<file path="src/rtl/turbo_pkg.sv">
`default_nettype none
// ============================================================================
// turbo_pkg : shared constants, FSM state type and speed->threshold mapping
// Revision  : 1.0
// ============================================================================
package turbo_pkg;

  localparam int NUM_CH      = 8;
  localparam int NUM_PLAYERS = 4;
  localparam int CNT_W       = 4;
  localparam int SPEED_W     = 3;

  typedef enum logic [0:0] {
    IDLE = 1'b0,
    SCAN = 1'b1
  } state_t;

  function automatic logic speed_disabled(input logic [SPEED_W-1:0] speed);
    return (speed == 3'd0) || (speed == 3'd7);
  endfunction

  // Count limit per speed; larger limit means slower toggling.
  function automatic logic [CNT_W-1:0] speed_threshold(input logic [SPEED_W-1:0] speed);
    logic [CNT_W-1:0] thr;
    case (speed)
      3'd1:    thr = 4'd9;
      3'd2:    thr = 4'd5;
      3'd3:    thr = 4'd3;
      3'd4:    thr = 4'd2;
      3'd5:    thr = 4'd1;
      default: thr = 4'd0;
    endcase
    return thr;
  endfunction

endpackage
`default_nettype wire

</file>
<file path="src/rtl/turbo_step.sv">
`default_nettype none
// ============================================================================
// turbo_step : combinational next-state for one turbo channel
// Revision   : 1.0
// ============================================================================
module turbo_step
  import turbo_pkg::*;
(
  input  logic [CNT_W-1:0]   cnt,
  input  logic               turbo,
  input  logic               button,
  input  logic [SPEED_W-1:0] speed,
  output logic [CNT_W-1:0]   cnt_next,
  output logic               turbo_next
);

  logic [CNT_W-1:0] w_thresh;

  assign w_thresh = speed_threshold(speed);

  // A released button keeps the channel running until its output returns low.
  always_comb begin
    cnt_next   = cnt;
    turbo_next = turbo;
    if (button || turbo) begin
      if (speed_disabled(speed)) begin
        cnt_next   = '0;
        turbo_next = 1'b0;
      end else if (cnt >= w_thresh) begin
        cnt_next   = '0;
        turbo_next = ~turbo;
      end else begin
        cnt_next = cnt + 4'd1;
      end
    end
  end

endmodule
`default_nettype wire

</file>
<file path="src/rtl/turbo_scheduler.sv">
`default_nettype none
// ============================================================================
// turbo_scheduler : per-frame turbo toggling, one shared datapath over 8 channels
// Revision        : 1.0
// ============================================================================
module turbo_scheduler
  import turbo_pkg::*;
(
  input  logic                         clk,
  input  logic                         reset_n,
  input  logic                         vsync,
  input  logic [SPEED_W*NUM_PLAYERS-1:0] turbo_speed,
  input  logic [NUM_CH-1:0]            button_turbo,
  output logic [NUM_CH-1:0]            turbo,
  output logic                         busy,
  output logic                         overrun
);

  state_t             state_q, state_d;
  logic [2:0]         idx_q, idx_d;
  logic               pending_q, pending_d;
  logic               overrun_q, overrun_d;
  logic               prev_vsync_q;
  logic               armed_q;
  logic [CNT_W-1:0]   cnt_q [NUM_CH];
  logic [NUM_CH-1:0]  turbo_q;

  logic [SPEED_W-1:0] w_speed [NUM_PLAYERS];
  logic               w_tick;
  logic [CNT_W-1:0]   w_cnt_next;
  logic               w_turbo_next;

  generate
    for (genvar p = 0; p < NUM_PLAYERS; p++) begin : g_player
      assign w_speed[p] = turbo_speed[SPEED_W*p +: SPEED_W];
    end
  endgenerate

  // armed_q forces a fresh 0->1 edge after reset, so a held-high vsync is ignored.
  assign w_tick = vsync & ~prev_vsync_q & armed_q;

  turbo_step u_step (
    .cnt        (cnt_q[idx_q]),
    .turbo      (turbo_q[idx_q]),
    .button     (button_turbo[idx_q]),
    .speed      (w_speed[idx_q[2:1]]),
    .cnt_next   (w_cnt_next),
    .turbo_next (w_turbo_next)
  );

  always_comb begin
    state_d   = state_q;
    idx_d     = idx_q;
    pending_d = pending_q;
    overrun_d = 1'b0;
    case (state_q)
      IDLE: begin
        if (w_tick) begin
          state_d = SCAN;
          idx_d   = '0;
        end
      end
      SCAN: begin
        if (w_tick) begin
          if (pending_q) overrun_d = 1'b1;
          else           pending_d = 1'b1;
        end
        idx_d = idx_q + 3'd1;
        // Last channel: a queued frame (even one arriving now) restarts at once.
        if (idx_q == 3'(NUM_CH-1)) begin
          if (pending_d) pending_d = 1'b0;
          else           state_d   = IDLE;
        end
      end
      default: state_d = IDLE;
    endcase
  end

  always_ff @(posedge clk) begin
    if (!reset_n) begin
      state_q      <= IDLE;
      idx_q        <= '0;
      pending_q    <= 1'b0;
      overrun_q    <= 1'b0;
      prev_vsync_q <= 1'b0;
      armed_q      <= 1'b0;
    end else begin
      state_q      <= state_d;
      idx_q        <= idx_d;
      pending_q    <= pending_d;
      overrun_q    <= overrun_d;
      prev_vsync_q <= vsync;
      armed_q      <= armed_q | ~vsync;
    end
  end

  always_ff @(posedge clk) begin
    if (!reset_n) begin
      turbo_q <= '0;
      for (int i = 0; i < NUM_CH; i++) cnt_q[i] <= '0;
    end else if (state_q == SCAN) begin
      cnt_q[idx_q]   <= w_cnt_next;
      turbo_q[idx_q] <= w_turbo_next;
    end
  end

  assign turbo   = turbo_q;
  assign busy    = (state_q == SCAN);
  assign overrun = overrun_q;

endmodule
`default_nettype wire

</file>
<file path="config.mk">
export PLATFORM = sky130hd
export DESIGN_NAME = turbo_scheduler
export DESIGN_NICKNAME = d
export VERILOG_FILES = /design/src/rtl/turbo_pkg.sv /design/src/rtl/turbo_step.sv /design/src/rtl/turbo_scheduler.sv
export SDC_FILE = /design/constraint.sdc
export NUM_CORES = 1
export LEC_CHECK = 0
export BUFFER_PORTS_ARGS = -buffer_cell sky130_fd_sc_hd__buf_2
export CAP_MARGIN = 0
export CORE_UTILIZATION = 35
export CTS_CLUSTER_SIZE = 24
export DETAILED_ROUTE_END_ITERATION = 7
export HOLD_SLACK_MARGIN = 0.12
export SLEW_MARGIN = 20
export SYNTH_ARGS = -nofsm -noshare
export SYNTH_HDL_FRONTEND = slang
export SYNTH_SLANG_ARGS = --single-unit
</file>
<file path="constraint.sdc">
create_clock -name clk -period 2.9 [get_ports clk]
set_clock_uncertainty 0.15 [all_clocks]
set_input_delay 0.145 -clock clk [delete_from_list [all_inputs] [get_ports clk]]
set_output_delay 0.145 -clock clk [all_outputs]
set_load 0.01 [all_outputs]
</file>
---- After elaboration in Yosys (flattened, before gate mapping) ----
Memories as Yosys holds them, arrays and structs flattened. A register that Yosys moved wholly into a read port is not among the register bits.
Index checks and enable logic that the tools add are counted.
storage, ports and cells
  register bits ........................... 16
  memories ................................ 1
  RAM bits ................................ 32
  output and inout port bits .............. 10
  input port bits ......................... 23
  word-level logic and storage cells ...... 72
memories
  memory  depth  bits a word  rd ports  clocked after Yosys merged registers in  write ports  RTL line               RTL
  cnt_q   8      4            1         1                                        8            turbo_scheduler.sv:25  logic [CNT_W-1:0] cnt_q [NUM_CH];
cells by class
  reductions and logical operators ........ 6
  $lt $le $gt $ge ......................... 4
  bitwise operators ....................... 8
  add/subtract/negate cells ............... 2
  equal/unequal tests ..................... 8
  muxes and demuxes ....................... 36
operators with widths
  cell                                                                           count
  4-bit one-hot mux with 5 select lines                                          1
  1-bit two-way mux                                                              18
  3-bit two-way mux                                                              6
  4-bit two-way mux                                                              4
  3-bit == test (second input constant)                                          4
  8-bit bitwise mux                                                              1
  1-bit binary-select mux with 3-bit select                                      2
  3-bit binary-select mux with 2-bit select                                      1
  3-bit by 2-bit == test with 1-bit output (second input constant)               2
  3-bit one-hot mux with 2 select lines                                          1
  4-bit by 1-bit adder with 4-bit output (second input constant)                 1
  4-bit >= comparator                                                            1
  3-bit by 4-bit less-than comparator with 1-bit output (second input constant)  1
  1-bit inverter                                                                 4
  4-bit OR reduction                                                             1
  3-bit by 1-bit adder with 3-bit output (second input constant)                 1
  1-bit demux with 3-bit select                                                  1
  3-bit by 1-bit == test with 1-bit output (second input constant)               1
  3-bit by 1-bit >= comparator with 1-bit output (second input constant)         1
  3-bit >= comparator (second input constant)                                    1
  3-bit logical NOT                                                              1
  2-bit inverter with 3-bit output                                               1
  3-bit AND reduction                                                            1
  1-bit AND                                                                      2
  other kinds (5)                                                                6

---- Depth between registers and ports, before layout ----
  depth in word-level cells ............... 11
  mapped depth ............................ 11
  depth with buffers taken out ............ 9

---- Hierarchy ----
From an unflattened synthesis, not the netlist that was laid out.
unflattened totals
  cell total of the unflattened synthesis .. 230
  area total of the unflattened synthesis .. 2,807.7 um^2
by module, submodules not included
  module           sequential area each (um^2)  instances  cells an instance  area an instance (um^2)
  turbo_scheduler  1,341.3                      1          187                2,514.9
  turbo_step       0.0                          1          43                 292.8

---- Worst setup path after synthesis ----
OpenSTA, ideal clock, no wires.
  path kind ............................... reg-to-reg
  start point ............................. register (tool-made name)
  end point ............................... memory cnt_q[3][3] (data pin)
  setup slack ............................. -0.308 ns
  arrival time ............................ 2.910 ns
  clock period less this slack ............ 3.208 ns
  library setup time ...................... 0.148 ns
  required time ........................... 2.602 ns
  cell stages (with the launch flop) ...... 12
  buffers on the path ..................... 2
  path through ............................ dfxtp_1 -> buf_6 -> mux4_2 -> mux2_2 -> inv_1 -> ha_1 -> nand2b_1 -> a2111oi_0 -> or2_2 -> buf_2 -> a32oi_4 -> a21oi_1
RTL lines
  item              RTL line
  end: declaration  turbo_scheduler.sv:25

==> qor.yml <==
fraction_of_power_spent_switching_nets: 0.270
cts.reportedPaths.clkPinSlew_ns: 0.09
grt_overflow_total: 0
maxCapViolCount: 0
remaining_drc_errors: 0
synth_cells: 222
n_antenna_cell: 0
ys_ff_latch: 51
avgSynthCellArea_um2: 12.3
drive_above_1_share: 0.495
finalHoldViolCount: 0
gr-usage-met1: 0.233
syn-num-nets: 252
tmin_final_ns: 3.05
reg2reg_to: "cnt_q[7][3]"
dpl_cell_area_um2: 3190
totalPowerFinal_mw: 1.64
drt-wirelength-per-cell_um: 18.5
synth_top_cell_by_area: "sky130_fd_sc_hd__edfxtp_1"
detailed_place_hpwl_um: 4970
power_leakage_nw: 1.22
initial_antenna_violation_count: 0
timing.final.ws_setup_ns: -0.148
end_kind: "flop"
clk-insertion-delay-late_ns: 0.30
path_cells: "buf_12 > buf_4 > mux4_2 > mux2_4 > ha_4 > o21a_1 > nor2_1 > or2_4 > a32oi_4 > a21oi_1"
pwr-share-seq: 0.489
root_buffer: "sky130_fd_sc_hd__clkbuf_8"
finalWeightedCongestion: 0.831
run_status: "finished with violations"
fmax_mhz: 328
stdcell_count: 382
final_design_area_no_fill_um2: 3570
max-clock-path-buffers: 2
crit_type: "reg2reg"
route.antenna.remaining_nets: 0
comb_power_share: 0.208
dpl_worst_slack_ns: -0.238
hold-path-cell-count: 2
p_sw_uw: 444
drt-vias-per-instance: 5.33
die_x_um: 90.3
worst_slew_pin_slew_ns: 0.692
hold-path-endpoint: "armed_q"
route.vias.total: 2036
placed_cells_incl_taps: 368
sum_of_negative_setup_slack_ns: -3.19
rsz_0062_raised_after_global_routing: "true"
yosysTopAreaCellShare: 0.352
power.ir.vdd_worst_mv: 0.236
grt_max_degree: 17
floorplan.die_area_um2: 8150
number_of_warnings_reported_in_the_yosys_synthesis_log: 0
final-seq-area_um2: 1350
tritoncts_clock_tree: "yes"
fin_crit_sh: 1.05
layout.core_utilization: 0.482
pin_count: 33
cts_htree_levels: 2
crit_required_ns: 2.79
internal_power_mw: 1.20
report.final.setup_viol: 40
rrSetupSlack_ns: -0.15
inserted_clock_buffers: 5
grt_first_pass_wirelength_um: 11300
fp-row-count: 31
total_number_of_clock_tree_sinks: 51
critical_path_arrival_ns: 2.94
mappedNetlistArea_um2: 2730
critical-path-max-stage-delay_ns: 0.48
grt.total_usage: 0.183
startpoint_type: "flop"
critical_path_peak_fanout: 8
drtIter0Drc: 142
gr-usage-met3: 0.0370
drtPass1Iterations: 5
r2r_cells: 10
hold_ws_ns: 0.312
timing.hold.worst.start: "armed_q"
critical_path.slowest_cell: "sky130_fd_sc_hd__mux4_2"
failed_checks: "negative setup slack"
hold_path_class: "reg2reg"
power.density_nw_per_um2: 460
multiInputGateArea_um2: 1500
slew_viol_final: 0
design.final.nets: 312
yosysUniqueCellTypes: 42
yosysSeqAreaShare: 0.492
wire_length_reported_by_the_detailed_router_um: 7070
floorplan.initialDensity: 0.368
post_synth_main_area_contributors: "sky130_fd_sc_hd__edfxtp_1 (35%), sky130_fd_sc_hd__dfxtp_1 (14%), sky130_fd_sc_hd__mux4_2 (12%), sky130_fd_sc_hd__a21oi_1 (7.0%), sky130_fd_sc_hd__ha_1 (3.2%)"
grt.met2_usage: 0.314
layout.filler_cells: 649
grt_busiest_layer: "met2"
timing.slew.headroom: 0.538
port_buffers: 32
synthToLayoutAreaGrowth_pct: 31.0
dieHeight_um: 90.3
design.core.area_um2: 7410
clockPowerShare: 0.304
vias_in_the_first_global_route: 2104
[cell usage after synthesis (all sizes together)]
cell type and number:
a21oi 39, edfxtp 32, dfxtp 19, inv 15, nand2 15, mux4 14, nor2 10, o22ai 8
ha 7, o21ai 7, buf 5, mux2i 5, nand2b 5, clkbuf 4, and2 3, mux2 3
nand4 3, nor2b 3, a2111oi 2, and4 2, nand3 2, nand3b 2, o31ai 2, or2 2
a211oi 1, a21o 1, a22o 1, a22oi 1, a31oi 1, a32oi 1, and2b 1, nor3 1
nor3b 1, o211ai 1, o21a 1, o311ai 1, o32ai 1
[power groups by stage]
stage	logic, mW	clock network [mW]	registers, mW
after detailed placement	0.294	0	0.821
final	0.341	0.499	0.804
after global routing	0.368	0.528	0.807
after global placement	0.290	0	0.821
after CTS	0.331	0.501	0.804
after floorplan	0.207	0	0.817
[layout make-up]
cell class	count	share of cell area
clock buffers	5	0.0193
flip-flops and latches	51	0.377
inverters	15	0.0165
repair buffers	62	0.121
clock inverters	3	0.0119
multi-input cells	147	0.420
well taps	99	0.0347
[worst max-delay path by stage]
| stage | start | endpoint | slack [ns] |
|---|---|---|---|
| global route | flop | cnt_q[2][1] | -0.25 |
| floorplan | idx_q[1] | cnt_q[3][1] | 0.003 |
| finish | flop | cnt_q[7][3] | -0.15 |
| detailed placement | idx_q[1] | cnt_q[3][1] | -0.24 |
| global placement | idx_q[1] | cnt_q[0][1] | -0.18 |
| CTS | flop | cnt_q[5][3] | -0.10 |
[registers in the layout (all words and copies together), names as in the netlist, named ones only]
| name | flops |
|---|---|
| armed_q | 1 |
| busy | 1 |
| cnt_q | 32 |
| idx_q | 3 |
| overrun | 1 |
| pending_q | 1 |
| prev_vsync_q | 1 |
| turbo | 8 |
[worst max-delay path: cells and delay by family, from the launching register on]
| family | cells | cell delay (ns) |
|---|---|---|
| AND/OR/NAND/NOR | 2 | 0.37 |
| buffers and inverters | 2 | 0.24 |
| AO/OA/AOI/OAI | 3 | 0.61 |
| flip-flops | 1 | 0.35 |
| multiplexers | 2 | 0.80 |
| adder cells (fa/ha/maj) | 1 | 0.26 |
[placed cells by master, fill, tap and decap left out, drive strengths merged, types with 5 or more instances in the layout]
| master | netlist | final |
|---|---|---|
| nor2 | 10 | 10 |
| inv | 15 | 16 |
| nand2 | 15 | 15 |
| ha | 7 | 7 |
| edfxtp | 32 | 32 |
| a21oi | 39 | 39 |
| clkbuf | 4 | 5 |
| dfxtp | 19 | 19 |
| mux4 | 14 | 14 |
| buf | 5 | 60 |
| o22ai | 8 | 8 |
| o21ai | 7 | 7 |
| nand2b | 5 | 5 |
| mux2i | 5 | 5 |
[logic make-up after synthesis]
family | Yosys count | synth area share
AND/OR/NAND/NOR | 50 | 0.113
multiplexers | 22 | 0.148
AO/OA/AOI/OAI | 68 | 0.173
buffers and inverters | 24 | 0.0422
flip-flops | 51 | 0.492
adder cells (fa/ha/maj) | 7 | 0.0321
[metal layers]
layer | vias to the layer above | wire length [um]
met1 | 998 | 2900
met5 | - | 0
met2 | 62 | 3620
met3 | 8 | 458
li1 | 968 | -
met4 | 0 | 86
[timing repair]
action / CTS / global route
gates resized for setup: 34 / 11
buffers inserted: 4 / 1
hold endpoints to repair: 4 / 0
hold buffers: 2 / 0
setup endpoints to repair: 40 / 40
pin swaps: 25 / 7
Note: power is estimated with default switching activity, not from simulation.
